--- src/rtl/inst_queue.sv ---
// Instruction queue feeding the Tomasulo issue stage; serves one instruction per request edge.
// Optional INST_QUEUE_BYPASS_EN forwards a push straight to the outputs while a request waits on an empty queue.
module inst_queue #(
   parameter int DEPTH  = 8,
   parameter int ADDR_W = 3
) (
   input  logic              clk,
   input  logic              rst,
   input  logic              in_push,
   input  logic [5:0]        in_operator_type,
   input  logic [4:0]        in_reg_1,
   input  logic [4:0]        in_reg_2,
   input  logic [4:0]        in_reg_3,
   input  logic [3:0]        in_ICC_flags,
   input  logic              in_fetch_req,
   input  logic              in_flush,
   output logic              out_fetch_next,
   output logic [5:0]        out_operator_type,
   output logic [4:0]        out_reg_1,
   output logic [4:0]        out_reg_2,
   output logic [4:0]        out_reg_3,
   output logic [3:0]        out_ICC_flags,
   output logic              out_full,
   output logic              out_empty,
   output logic [ADDR_W:0]   out_count,
   output logic              out_overflow
);

   localparam int ENT_W = 25;
   localparam logic [ADDR_W:0] DEPTH_C = (ADDR_W+1)'(DEPTH);

   typedef enum logic [1:0] {S_IDLE, S_WAIT, S_DELIVER} state_t;

   state_t             state_q, state_d;
   logic [ADDR_W:0]    head_q, head_d, tail_q, tail_d, count;
   logic [ENT_W-1:0]   mem_q [DEPTH];
   logic [ENT_W-1:0]   mem_d [DEPTH];
   logic [ENT_W-1:0]   out_q, out_d, wr_data;
   logic               fetch_q, fetch_d;
   logic               req_q, req_d;
   logic               pending_q, pending_d;
   logic               ovf_q, ovf_d;
   logic               req_rise, pop, bypass;

   assign req_rise  = in_fetch_req & ~req_q;
   assign count     = tail_q - head_q;
   assign out_full  = (count == DEPTH_C);
   assign out_empty = (head_q == tail_q);
   assign out_count = count;
   assign out_overflow   = ovf_q;
   assign out_fetch_next = fetch_q;
   assign {out_operator_type, out_reg_1, out_reg_2, out_reg_3, out_ICC_flags} = out_q;

   always_comb begin
      wr_data   = {in_operator_type, in_reg_1, in_reg_2, in_reg_3, in_ICC_flags};
      state_d   = state_q;
      head_d    = head_q;
      tail_d    = tail_q;
      mem_d     = mem_q;
      out_d     = out_q;
      fetch_d   = 1'b0;
      req_d     = in_fetch_req;
      pending_d = pending_q | req_rise;
      ovf_d     = ovf_q;
      pop       = 1'b0;
      bypass    = 1'b0;

      case (state_q)
         S_IDLE: begin
            if (req_rise || pending_q) begin
               pending_d = 1'b0;
               state_d   = (count != '0) ? S_DELIVER : S_WAIT;
            end
         end
         S_WAIT: begin
`ifdef INST_QUEUE_BYPASS_EN
            if (in_push && count == '0) begin
               bypass  = 1'b1;
               out_d   = wr_data;
               fetch_d = 1'b1;
               state_d = S_IDLE;
            end else
`endif
            // A push on this edge lands in the buffer, so delivery can follow next cycle.
            if (count != '0 || in_push) state_d = S_DELIVER;
         end
         S_DELIVER: begin
            pop     = 1'b1;
            out_d   = mem_q[head_q[ADDR_W-1:0]];
            fetch_d = 1'b1;
            head_d  = head_q + 1'b1;
            state_d = S_IDLE;
         end
         default: state_d = S_IDLE;
      endcase

      // A simultaneous pop frees the slot a push into a full queue needs.
      if (in_push && !bypass) begin
         if (!out_full || pop) begin
            mem_d[tail_q[ADDR_W-1:0]] = wr_data;
            tail_d = tail_q + 1'b1;
         end else begin
            ovf_d = 1'b1;
         end
      end

      if (in_flush) begin
         head_d    = '0;
         tail_d    = '0;
         state_d   = S_IDLE;
         pending_d = 1'b0;
         fetch_d   = 1'b0;
         out_d     = out_q;
         mem_d     = mem_q;
         ovf_d     = ovf_q;
      end
   end

   always_ff @(posedge clk or posedge rst) begin
      if (rst) begin
         state_q   <= S_IDLE;
         head_q    <= '0;
         tail_q    <= '0;
         out_q     <= '0;
         fetch_q   <= 1'b0;
         req_q     <= 1'b0;
         pending_q <= 1'b0;
         ovf_q     <= 1'b0;
         for (int i = 0; i < DEPTH; i++) mem_q[i] <= '0;
      end else begin
         state_q   <= state_d;
         head_q    <= head_d;
         tail_q    <= tail_d;
         out_q     <= out_d;
         fetch_q   <= fetch_d;
         req_q     <= req_d;
         pending_q <= pending_d;
         ovf_q     <= ovf_d;
         for (int i = 0; i < DEPTH; i++) mem_q[i] <= mem_d[i];
      end
   end

endmodule

--- config.mk ---
export PLATFORM = sky130hd
export DESIGN_NAME = inst_queue
export DESIGN_NICKNAME = d
export VERILOG_FILES = /design/src/rtl/inst_queue.sv
export SDC_FILE = /design/constraint.sdc
export NUM_CORES = 1
export LEC_CHECK = 0
export BUFFER_PORTS_ARGS = -buffer_cell sky130_fd_sc_hd__buf_2
export CORE_AREA = 8 8 143 145
export DETAILED_ROUTE_END_ITERATION = 8
export DIE_AREA = 0 0 151 153
export GPL_ROUTABILITY_DRIVEN = 0
export HOLD_SLACK_MARGIN = 0.06
export PLACE_DENSITY = 0.78
export REMOVE_ABC_BUFFERS = 1
export SETUP_SLACK_MARGIN = 0.4
export SLEW_MARGIN = 20
export SYNTH_ARGS = -nofsm -noshare
export SYNTH_HDL_FRONTEND = slang
export SYNTH_SLANG_ARGS = --single-unit
--- constraint.sdc ---
create_clock -name clk -period 9.4 [get_ports clk]
set_input_delay 1.41 -clock clk [delete_from_list [all_inputs] [get_ports clk]]
set_output_delay 1.41 -clock clk [all_outputs]
set_load 0.05 [all_outputs]
==> results of run 1 <==
[worst min path at each step]
stage                         to  slack (ns)  depth (start not counted)
floorplan             mem_q[125]        0.47                          1
global placement    out_overflow        0.45                          1
detailed placement  out_overflow        0.46                          1
CTS                 out_overflow        0.48                          1
global route          mem_q[106]        0.51                          1
finish              out_overflow        0.48                          1
[cells by family after synthesis]
family / Yosys count / share of synthesized area [%]
xor gates and xnor gates: 5 / 0.410
buffers and inverters: 56 / 2.89
muxes: 250 / 32.3
adders and majority gates: 6 / 0.773
AOI/OAI and AO/OA: 40 / 2.53
and+or+nand+nor: 119 / 5.07
DFF: 239 / 56.0
[cell usage in the layout, fill, tap and decap left out, types with 7 or more instances in the layout]
cell	Yosys	routed
sky130_fd_sc_hd__dfrtp_1	239	237
sky130_fd_sc_hd__mux2_2	180	180
sky130_fd_sc_hd__buf_2	8	62
sky130_fd_sc_hd__nand2_1	61	61
sky130_fd_sc_hd__mux4_2	50	50
sky130_fd_sc_hd__nor2_1	34	33
sky130_fd_sc_hd__a31oi_1	25	25
sky130_fd_sc_hd__clkbuf_16	0	25
sky130_fd_sc_hd__mux2_4	20	20
sky130_fd_sc_hd__buf_4	7	9
sky130_fd_sc_hd__a21oi_1	8	8
sky130_fd_sc_hd__clkbuf_1	18	8
sky130_fd_sc_hd__inv_1	8	7
[final cells by class]
type	instances	area [um2]	area share, %
Clock buffer	38	724	6.07
Clock inverter	4	73.8	0.619
Inverter	9	41.3	0.346
Multi-Input combinational cell	420	4420	37.1
Sequential cell	239	5990	50.2
Tap cell	234	293	2.45
Timing Repair Buffer	72	392	3.28
[critical path, delay by kind of cell, from the launching register on]
kind | cells | cell delay (ns)
xor+xnor | 1 | 0.18
simple gates | 2 | 0.69
buf+inv | 3 | 1.13
flops | 1 | 0.36
fa+ha+maj | 1 | 0.40
[power by group through the flow]
stage               Sequential (mW)  Clock [mW]  Combinational (mW)
floorplan                      1.65           0               0.556
global placement               1.45           0               0.950
finish                         1.46       0.961               0.973
CTS                            1.46       0.979               0.988
global route                   1.49        1.02                1.05
detailed placement             1.48           0               0.983
[routing by layer]
metal | vias to the layer above | global-route usage, %
met3 | 36 | 3.31
li1 | 2705 | -
met4 | 2 | 5.04
met1 | 3264 | 25.7
met5 | - | 0
met2 | 119 | 33.2
[sequential cells by signal, indices dropped and copies added, names as in the netlist]
signal,count
out_q,25
out_overflow,1
pending_q,1
state_q,2
tail_q,4
req_q,1
head_q,4
mem_q,200
out_fetch_next,1
[stage by stage]
stage	cells	hold slack (ns)
floorplan	668	0.474
global placement	973	0.451
detailed placement	973	0.464
CTS	1015	0.485
global route	1016	0.513
finish	1016	0.479
==> flow_results.xml, run 1 <==
<?xml version="1.0" encoding="UTF-8"?>
<metrics>
  <group name="setup_path">
    <metric name="number_of_cells_on_the_worst_reg_to_reg_path" unit="">8</metric>
    <metric name="worstPathArrival" unit="ns">3.29</metric>
    <metric name="launch_instance_of_the_worst_register_to_register_path" unit="">head_q[2]</metric>
    <metric name="worstPathCellList" unit="">buf_4, inv_2, ha_1, xor2_1, or3_1, nor3_1, buf_2</metric>
    <metric name="cp_slowest_stage_delay" unit="ns">0.54</metric>
    <metric name="crit_path_start" unit="">head_q[2]</metric>
    <metric name="crit_type" unit="">reg2out</metric>
    <metric name="slowest_library_cell_on_the_worst_path" unit="">sky130_fd_sc_hd__inv_2</metric>
    <metric name="crit_path_start_kind" unit="">flip-flop</metric>
    <metric name="cp-endpoint" unit="">out_full</metric>
    <metric name="data_required_time_at_the_worst_endpoint" unit="ns">7.99</metric>
    <metric name="r2r-end" unit="">mem_q[109]</metric>
    <metric name="timing.critical_path.to_type" unit="">primary output</metric>
    <metric name="ff2ff_setup_slack" unit="ns">5.20</metric>
    <metric name="cp_max_fo" unit="">27</metric>
  </group>
  <group name="layout">
    <metric name="fraction_of_layout_instances_using_a_drive_strength_above_1" unit="%">47.2</metric>
    <metric name="fill_cells" unit="">1307</metric>
    <metric name="final_cell_area" unit="um2">11900</metric>
    <metric name="post-route-util" unit="%">65.3</metric>
    <metric name="flow.area_growth_from_synthesis" unit="%">11.7</metric>
    <metric name="final_nets" unit="">803</metric>
    <metric name="diodes" unit="">0</metric>
  </group>
  <group name="die">
    <metric name="top_level_ports" unit="">63</metric>
    <metric name="design.core.area" unit="um2">18300</metric>
    <metric name="initial_cell_density_of_the_core" unit="%">58.5</metric>
    <metric name="die_y" unit="um">153</metric>
    <metric name="rows" unit="">50</metric>
    <metric name="design.die.area" unit="um2">23100</metric>
    <metric name="dieWidth" unit="um">151</metric>
  </group>
  <group name="power">
    <metric name="clock_power_share" unit="%">28.3</metric>
    <metric name="static-leakage-power" unit="nW">5.54</metric>
    <metric name="peak_ir_drop_on_the_vdd_network" unit="mV">0.210</metric>
    <metric name="net_switching_power" unit="mW">1.09</metric>
    <metric name="power_switching_share" unit="%">32.0</metric>
    <metric name="finalPower" unit="mW">3.39</metric>
    <metric name="register_share_of_total_power" unit="%">43.0</metric>
    <metric name="internal_power" unit="mW">2.31</metric>
    <metric name="power_density" unit="nW/um2">285</metric>
    <metric name="power.combinational.fraction" unit="%">28.7</metric>
  </group>
  <group name="sta">
    <metric name="final.period_utilization" unit="%">50.0</metric>
    <metric name="finalSetupViolCount" unit="">0</metric>
    <metric name="final.setup.worst_slack" unit="ns">4.70</metric>
    <metric name="timing.final.crit_period" unit="ns">4.70</metric>
    <metric name="maxClockFrequency" unit="GHz">0.213</metric>
    <metric name="final.setup_skew" unit="ns">0.00894</metric>
    <metric name="rsz0062_at_grt" unit="">false</metric>
    <metric name="finalMaxSlewViolations" unit="">0</metric>
    <metric name="finalSetupTns" unit="ns">0</metric>
    <metric name="tightestPinTransition" unit="ns">1.07</metric>
    <metric name="hold_viol" unit="">0</metric>
    <metric name="slew_headroom" unit="%">28.8</metric>
  </group>
  <group name="detailed_routing">
    <metric name="met2RoutedLength" unit="mm">11.2</metric>
    <metric name="routed_wire_length_per_instance" unit="um">21.8</metric>
    <metric name="wirelength_met1" unit="mm">9.63</metric>
    <metric name="pre_antenna_drt_iters" unit="">4</metric>
    <metric name="final_antenna_net_count" unit="">0</metric>
    <metric name="final_wirelength" unit="mm">22.1</metric>
    <metric name="route.detailed.drc" unit="">0</metric>
    <metric name="met3_length" unit="um">889</metric>
    <metric name="routed_via_density" unit="">6.03</metric>
    <metric name="drt_iter0_markers" unit="">289</metric>
    <metric name="via_count" unit="">6126</metric>
    <metric name="top_layer_used" unit="">met5</metric>
  </group>
  <group name="yosys">
    <metric name="synthDistinctLibCells" unit="">42</metric>
    <metric name="synth_commonest_cells" unit="">239 x sky130_fd_sc_hd__dfrtp_1, 180 x sky130_fd_sc_hd__mux2_2, 61 x sky130_fd_sc_hd__nand2_1</metric>
    <metric name="syn-instance-count" unit="">715</metric>
    <metric name="yosys.cell_count.top_type" unit="">sky130_fd_sc_hd__dfrtp_1</metric>
    <metric name="number_of_storage_elements_in_the_synthesis_netlist" unit="">239</metric>
    <metric name="synth_largest_area_cell" unit="">sky130_fd_sc_hd__dfrtp_1</metric>
    <metric name="synth_enable_flop_cells" unit="">0</metric>
    <metric name="synth.avg_cell_area" unit="um2">14.9</metric>
    <metric name="ys_dominant_reg_cell" unit="">sky130_fd_sc_hd__dfrtp_1</metric>
    <metric name="synth_top_area_share" unit="%">56.0</metric>
    <metric name="syn-cell-area" unit="um2">10700</metric>
    <metric name="netlist_top_cells_area" unit="">sky130_fd_sc_hd__dfrtp_1 56%, sky130_fd_sc_hd__mux2_2 19%, sky130_fd_sc_hd__mux4_2 11%</metric>
    <metric name="synth.yosys.seq_area_share" unit="%">56.0</metric>
    <metric name="ys.warnings.count" unit="">0</metric>
    <metric name="synthArstFlopShare" unit="%">100</metric>
  </group>
  <group name="job">
    <metric name="cap_violations" unit="">0</metric>
  </group>
  <group name="place">
    <metric name="post-place-ws" unit="ns">5.18</metric>
    <metric name="buffer_ports.inserted" unit="">62</metric>
    <metric name="dp_hpwl" unit="mm">13.3</metric>
    <metric name="dpl-instance-area" unit="um2">11100</metric>
  </group>
  <group name="clock_network">
    <metric name="postCtsSetupRepairBufs" unit="">0</metric>
    <metric name="ctsRootBufferMaster" unit="">sky130_fd_sc_hd__clkbuf_16</metric>
    <metric name="cts_tree" unit="">done</metric>
    <metric name="worst_setup_hold_path_clk_slew" unit="ns">0.06</metric>
    <metric name="htreeDepth" unit="">1</metric>
    <metric name="worstSkewPairLatency" unit="ns">0.51</metric>
    <metric name="cts-hold-fix-buffers" unit="">0</metric>
    <metric name="ctsResizeCount" unit="">0</metric>
    <metric name="clock-sinks" unit="">239</metric>
    <metric name="cts_buffers" unit="">25</metric>
    <metric name="clock_tree.buffer_depth" unit="">3</metric>
  </group>
  <group name="outcome">
    <metric name="run_status" unit="">finished clean</metric>
  </group>
  <group name="global_routing">
    <metric name="vias_in_the_first_global_route" unit="">6743</metric>
    <metric name="largest_net_degree_at_the_start_of_global_routing" unit="">104</metric>
    <metric name="groute.usage.overall" unit="%">19.6</metric>
    <metric name="aggregate_global_routing_overflow" unit="">0</metric>
    <metric name="antenna_found_initial" unit="">1</metric>
    <metric name="grt_pass1_wl" unit="mm">36.1</metric>
  </group>
  <group name="hold_path">
    <metric name="hold_start" unit="">out_overflow</metric>
    <metric name="holdCritPathClass" unit="">reg2reg</metric>
  </group>
</metrics>
Power figures use the tool's default switching activity.
==> run 2, diff against run 1 <==
Settings changed: CORE_AREA 8 8 143 145 to 8 8 149 151, DIE_AREA 0 0 151 153 to 0 0 157 159, PLACE_DENSITY 0.78 to 0.75.
Clock period 9.4 ns to 4 ns, I/O delays scaled along.
==> flow_results.xml, run 2 (same netlist as run 1, synthesis figures left out) <==
<?xml version="1.0" encoding="UTF-8"?>
<metrics>
  <group name="outcome">
    <metric name="run_status" unit="">finished clean</metric>
  </group>
  <group name="place">
    <metric name="post-place-ws" unit="ns">0.506</metric>
    <metric name="dpl-instance-area" unit="um2">11300</metric>
    <metric name="dp_hpwl" unit="mm">13.7</metric>
    <metric name="buffer_ports.inserted" unit="">62</metric>
  </group>
  <group name="detailed_routing">
    <metric name="routed_wire_length_per_instance" unit="um">21.3</metric>
    <metric name="final_wirelength" unit="mm">22.7</metric>
    <metric name="drt_iter0_markers" unit="">324</metric>
    <metric name="pre_antenna_drt_iters" unit="">4</metric>
    <metric name="route.detailed.drc" unit="">0</metric>
    <metric name="routed_via_density" unit="">5.75</metric>
    <metric name="via_count" unit="">6121</metric>
    <metric name="final_antenna_net_count" unit="">0</metric>
  </group>
  <group name="layout">
    <metric name="final_nets" unit="">813</metric>
    <metric name="post-route-util" unit="%">61.2</metric>
    <metric name="largest-register" unit="">mem_q</metric>
    <metric name="layout_top_registers" unit="">mem_q x200, out_q x25</metric>
    <metric name="diodes" unit="">0</metric>
    <metric name="fraction_of_layout_instances_using_a_drive_strength_above_1" unit="%">48.1</metric>
    <metric name="final_cell_area" unit="um2">12100</metric>
    <metric name="largest_reg_flops" unit="">200</metric>
    <metric name="flow.area_growth_from_synthesis" unit="%">13.7</metric>
    <metric name="commonest_non_fill_non_tap_cell_in_the_layout" unit="">sky130_fd_sc_hd__dfrtp_1</metric>
    <metric name="layout_common_cells" unit="">237 x sky130_fd_sc_hd__dfrtp_1, 180 x sky130_fd_sc_hd__mux2_2, 61 x sky130_fd_sc_hd__nand2_1, 61 x sky130_fd_sc_hd__buf_2, 50 x sky130_fd_sc_hd__mux4_2</metric>
  </group>
  <group name="clock_network">
    <metric name="cts_buffers" unit="">25</metric>
    <metric name="worstSkewPairLatency" unit="ns">0.51</metric>
    <metric name="clock-sinks" unit="">239</metric>
    <metric name="htreeDepth" unit="">1</metric>
    <metric name="cts-hold-fix-buffers" unit="">0</metric>
    <metric name="cts_tree" unit="">done</metric>
    <metric name="clock_tree.buffer_depth" unit="">3</metric>
    <metric name="ctsRootBufferMaster" unit="">sky130_fd_sc_hd__clkbuf_16</metric>
    <metric name="worst_setup_hold_path_clk_slew" unit="ns">0.06</metric>
  </group>
  <group name="die">
    <metric name="design.die.area" unit="um2">25000</metric>
    <metric name="die_y" unit="um">159</metric>
    <metric name="rows" unit="">52</metric>
    <metric name="design.core.area" unit="um2">19800</metric>
    <metric name="top_level_ports" unit="">63</metric>
    <metric name="dieWidth" unit="um">157</metric>
    <metric name="initial_cell_density_of_the_core" unit="%">53.8</metric>
  </group>
  <group name="sta">
    <metric name="hold_viol" unit="">0</metric>
    <metric name="maxClockFrequency" unit="GHz">0.286</metric>
    <metric name="finalMaxSlewViolations" unit="">0</metric>
    <metric name="final.hold.worst_slack" unit="ns">0.209</metric>
    <metric name="slew_headroom" unit="%">37.9</metric>
    <metric name="finalSetupTns" unit="ns">0</metric>
    <metric name="tightestPinTransition" unit="ns">0.932</metric>
    <metric name="final.setup.worst_slack" unit="ns">0.504</metric>
    <metric name="finalSetupViolCount" unit="">0</metric>
    <metric name="timing.final.crit_period" unit="ns">3.50</metric>
    <metric name="final.setup_skew" unit="ns">0.00946</metric>
    <metric name="final.period_utilization" unit="%">87.4</metric>
    <metric name="rsz0062_at_grt" unit="">true</metric>
  </group>
  <group name="setup_path">
    <metric name="timing.critical_path.to_type" unit="">primary output</metric>
    <metric name="cp_slowest_stage_delay" unit="ns">0.48</metric>
    <metric name="crit_type" unit="">reg2out</metric>
    <metric name="data_required_time_at_the_worst_endpoint" unit="ns">3.40</metric>
    <metric name="worstPathArrival" unit="ns">2.90</metric>
    <metric name="crit_path_start" unit="">tail_q[0]</metric>
    <metric name="worstPathCellList" unit="">inv_1, ha_1, inv_1, fa_1, xor2_1, or3_1, nor3_1, clkbuf_4</metric>
    <metric name="launch_instance_of_the_worst_register_to_register_path" unit="">tail_q[0]</metric>
    <metric name="ff2ff_setup_slack" unit="ns">0.54</metric>
    <metric name="slowest_library_cell_on_the_worst_path" unit="">sky130_fd_sc_hd__dfrtp_1</metric>
    <metric name="timing.critical_path.mode_cell" unit="">sky130_fd_sc_hd__inv_1</metric>
    <metric name="crit_path_start_kind" unit="">flip-flop</metric>
    <metric name="cp_max_fo" unit="">8</metric>
  </group>
  <group name="hold_path">
    <metric name="hold_start" unit="">in_fetch_req</metric>
    <metric name="holdCritPathClass" unit="">in2reg</metric>
  </group>
  <group name="power">
    <metric name="power_density" unit="nW/um2">659</metric>
    <metric name="static-leakage-power" unit="nW">5.64</metric>
    <metric name="peak_ir_drop_on_the_vdd_network" unit="mV">0.276</metric>
  </group>
  <group name="global_routing">
    <metric name="vias_in_the_first_global_route" unit="">6855</metric>
    <metric name="antenna_found_initial" unit="">2</metric>
    <metric name="grt_pass1_wl" unit="mm">37.5</metric>
    <metric name="aggregate_global_routing_overflow" unit="">0</metric>
    <metric name="largest_net_degree_at_the_start_of_global_routing" unit="">139</metric>
    <metric name="groute.usage.overall" unit="%">18.8</metric>
  </group>
  <group name="job">
    <metric name="cap_violations" unit="">0</metric>
  </group>
</metrics>
run 2: cell types whose count changed in the layout (fill, tap and decap cells not counted), sizes merged:
cell / previous run / this run
buf: 71 / 81
clkbuf: 39 / 38
clkinv: 1 / 4
run 2: routing by layer:
layer / GRT usage [%] / routed length (um)
met5: 0 / 27
met4: 4.81 / 394
met3: 3.58 / 1160
met2: 31.3 / 11200
met1: 25.0 / 9910
run 2: path summary, 6_finish.rpt:
| check | to | depth (start not counted) |
|---|---|---|
| min in group asynchronous | mem_q[159] | 2 |
| max | out_full | 8 |
| min reg2reg | out_overflow | 1 |
| min | req_q | 1 |
| max in group asynchronous | head_q[0] | 3 |
| max reg2reg | mem_q[29] | 10 |
run 2: stage by stage:
stage	instances	power (mW)
finish	1064	8.00
global route	1064	8.42
CTS	1063	8.06
detailed placement	1019	5.77
global placement	1019	5.63
floorplan	668	5.18
run 2: cell type report:
| class | instances | area [um2] |
|---|---|---|
| Fill cell | 1450 | 7700 |
| Sequential cell | 239 | 5990 |
| Multi-Input combinational cell | 420 | 4450 |
| Clock buffer | 37 | 721 |
| Timing Repair Buffer | 82 | 526 |
| Tap cell | 270 | 338 |
| Clock inverter | 7 | 88.8 |
| Inverter | 9 | 41.3 |
run 2: power by group:
group	switching, mW	internal [mW]	total, mW
registers	0.340	3.06	3.40
logic	1.31	1.02	2.32
clock network	0.913	1.37	2.28
run 2: critical path, delay by kind of cell (launching register included):
kind                       cells  cell delay (ns)
DFF                            1             0.48
buffers and inverters          3             0.49
xor gates and xnor gates       1             0.18
and+or+nand+nor                2             0.69
adders and majority gates      2             0.55
run 2: timing repair:
item,4_1_cts,5_1_grt
buffers inserted,0,1
gates resized for setup,0,5
endpoints found under the setup margin,0,50
==> run 3, diff against run 2 <==
Settings changed: CORE_AREA 8 8 149 151 to 2 2 143 145, DIE_AREA 0 0 157 159 to 0 0 145 147.
==> flow_results.xml, run 3 (same netlist as run 1, synthesis figures left out) <==
<?xml version="1.0" encoding="UTF-8"?>
<metrics>
  <group name="outcome">
    <metric name="run_status" unit="">finished clean</metric>
  </group>
  <group name="sta">
    <metric name="maxClockFrequency" unit="GHz">0.288</metric>
    <metric name="slew_headroom" unit="%">43.5</metric>
    <metric name="hold_viol" unit="">0</metric>
    <metric name="tightestPinTransition" unit="ns">0.848</metric>
    <metric name="final.period_utilization" unit="%">86.8</metric>
    <metric name="finalMaxSlewViolations" unit="">0</metric>
    <metric name="timing.final.crit_period" unit="ns">3.47</metric>
    <metric name="final.setup_skew" unit="ns">0.00952</metric>
    <metric name="rsz0062_at_grt" unit="">true</metric>
    <metric name="finalSetupViolCount" unit="">0</metric>
  </group>
  <group name="die">
    <metric name="dieWidth" unit="um">145</metric>
    <metric name="rows" unit="">52</metric>
    <metric name="top_level_ports" unit="">63</metric>
    <metric name="design.die.area" unit="um2">21300</metric>
    <metric name="die_y" unit="um">147</metric>
    <metric name="design.core.area" unit="um2">19800</metric>
    <metric name="initial_cell_density_of_the_core" unit="%">53.8</metric>
  </group>
  <group name="setup_path">
    <metric name="crit_path_start_kind" unit="">flip-flop</metric>
    <metric name="timing.critical_path.to_type" unit="">flip-flop</metric>
    <metric name="cp_max_fo" unit="">17</metric>
    <metric name="crit_type" unit="">reg2reg</metric>
    <metric name="r2r-end" unit="">mem_q[106]</metric>
    <metric name="worstPathCellList" unit="">inv_1, ha_1, inv_1, fa_1, xor2_1, or3_1, o41a_1, nand4_2, buf_12, mux2_2</metric>
    <metric name="timing.critical_path.mode_cell" unit="">sky130_fd_sc_hd__inv_1</metric>
    <metric name="number_of_cells_on_the_worst_reg_to_reg_path" unit="">10</metric>
    <metric name="ff2ff_setup_slack" unit="ns">0.53</metric>
    <metric name="slowest_library_cell_on_the_worst_path" unit="">sky130_fd_sc_hd__o41a_1</metric>
    <metric name="cp_slowest_stage_delay" unit="ns">0.55</metric>
    <metric name="launch_instance_of_the_worst_register_to_register_path" unit="">tail_q[0]</metric>
    <metric name="worstPathArrival" unit="ns">3.87</metric>
    <metric name="data_required_time_at_the_worst_endpoint" unit="ns">4.40</metric>
  </group>
  <group name="layout">
    <metric name="flow.area_growth_from_synthesis" unit="%">13.5</metric>
    <metric name="multiInputGateArea" unit="um2">4420</metric>
    <metric name="commonest_non_fill_non_tap_cell_in_the_layout" unit="">sky130_fd_sc_hd__dfrtp_1</metric>
    <metric name="finish.cell_count_without_fillers" unit="">1065</metric>
    <metric name="largest-register" unit="">mem_q</metric>
    <metric name="largest_reg_flops" unit="">200</metric>
    <metric name="final_nets" unit="">813</metric>
    <metric name="final-seq-area" unit="um2">5990</metric>
    <metric name="fill_cells" unit="">1487</metric>
    <metric name="layout_common_cells" unit="">237 x sky130_fd_sc_hd__dfrtp_1, 180 x sky130_fd_sc_hd__mux2_2, 61 x sky130_fd_sc_hd__nand2_1, 61 x sky130_fd_sc_hd__buf_2, 50 x sky130_fd_sc_hd__mux4_2</metric>
    <metric name="fraction_of_layout_instances_using_a_drive_strength_above_1" unit="%">48.9</metric>
    <metric name="diodes" unit="">0</metric>
    <metric name="post-route-util" unit="%">61.1</metric>
    <metric name="layout_top_registers" unit="">mem_q x200, out_q x25</metric>
  </group>
  <group name="detailed_routing">
    <metric name="final_wirelength" unit="mm">22.1</metric>
    <metric name="final_antenna_net_count" unit="">0</metric>
    <metric name="routed_via_density" unit="">5.79</metric>
    <metric name="routed_wire_length_per_instance" unit="um">20.8</metric>
    <metric name="route.detailed.drc" unit="">0</metric>
    <metric name="via_count" unit="">6164</metric>
    <metric name="drt_iter0_markers" unit="">376</metric>
    <metric name="pre_antenna_drt_iters" unit="">5</metric>
  </group>
  <group name="clock_network">
    <metric name="htreeDepth" unit="">1</metric>
    <metric name="cts_buffers" unit="">25</metric>
    <metric name="clock_tree.buffer_depth" unit="">3</metric>
    <metric name="cts_tree" unit="">done</metric>
    <metric name="worstSkewPairLatency" unit="ns">0.52</metric>
    <metric name="clock-sinks" unit="">239</metric>
    <metric name="worst_setup_hold_path_clk_slew" unit="ns">0.06</metric>
    <metric name="ctsRootBufferMaster" unit="">sky130_fd_sc_hd__clkbuf_16</metric>
  </group>
  <group name="hold_path">
    <metric name="hold_path_end" unit="">req_q</metric>
    <metric name="holdCritPathClass" unit="">in2reg</metric>
    <metric name="worst_hold_path.num_cells" unit="">1</metric>
    <metric name="hold_start" unit="">in_fetch_req</metric>
  </group>
  <group name="power">
    <metric name="peak_ir_drop_on_the_vdd_network" unit="mV">0.445</metric>
    <metric name="static-leakage-power" unit="nW">5.64</metric>
    <metric name="power_density" unit="nW/um2">656</metric>
  </group>
  <group name="global_routing">
    <metric name="vias_in_the_first_global_route" unit="">6757</metric>
    <metric name="largest_net_degree_at_the_start_of_global_routing" unit="">105</metric>
    <metric name="antenna_found_initial" unit="">0</metric>
    <metric name="grt_pass1_wl" unit="mm">36.7</metric>
    <metric name="groute.usage.overall" unit="%">21.6</metric>
    <metric name="aggregate_global_routing_overflow" unit="">0</metric>
  </group>
  <group name="job">
    <metric name="cap_violations" unit="">0</metric>
  </group>
  <group name="place">
    <metric name="buffer_ports.inserted" unit="">62</metric>
    <metric name="dp_cells" unit="">1017</metric>
    <metric name="dp_hpwl" unit="mm">13.6</metric>
  </group>
</metrics>
-- run 3: worst max-delay path by stage --
stage | from | endpoint | depth (start not counted)
2_1_floorplan | rst | head_q[0] | 1
3_3_place_gp | tail_q[0] | mem_q[49] | 10
3_5_place_dp | tail_q[0] | mem_q[70] | 10
4_1_cts | tail_q[0] | mem_q[70] | 10
5_1_grt | tail_q[0] | mem_q[119] | 10
6_report | tail_q[0] | mem_q[106] | 10
-- run 3: final cells by class --
class,instances,area share (%)
inverter,9,0.341
multi-input combinational,420,36.4
timing repair buffer,82,4.36
clock buffer,34,6.02
sequential,239,49.4
tap,270,2.79
clock inverter,11,0.691
-- run 3: per-stage QoR --
step           total power, mW  hold slack, ns  worst slack, ns  TNS (ns)  area, um2
6_report                  7.96           0.202            0.530         0      12100
5_1_grt                   8.37           0.201            0.359         0      12100
4_1_cts                   8.03           0.188            0.517         0      12100
3_5_place_dp              5.75           0.453            0.512         0      11300
3_3_place_gp              5.62           0.450            0.650         0      11300
2_1_floorplan             5.18           0.474            -3.16  -1071.14      10400
-- run 3: metal layers --
metal | global-route usage [%] | share of wire (%)
met2 | 35.8 | 49
met3 | 3.29 | 5.1
met1 | 30.5 | 44
met4 | 5.50 | 1.8
met5 | 0 | 0
-- run 3: what timing repair did --
item,in CTS,in global routing
buffers inserted,0,3
hold buffers,0,0
setup endpoints to repair,0,59
resized for setup,0,3
-- run 3: worst max-delay path: cells and delay by family (launching register included) --
family | cells | cell delay (ns)
AOI/OAI and AO/OA | 1 | 0.55
xor gates and xnor gates | 1 | 0.18
adders and majority gates | 2 | 0.54
buffers and inverters | 3 | 0.42
DFF | 1 | 0.46
muxes | 1 | 0.37
and+or+nand+nor | 2 | 0.82
-- run 3: report_power, final --
group,switching (mW),total [mW],internal (mW)
Combinational,1.29,2.30,1.01
Sequential,0.342,3.40,3.06
Clock,0.921,2.26,1.34
Total,2.55,7.96,5.41
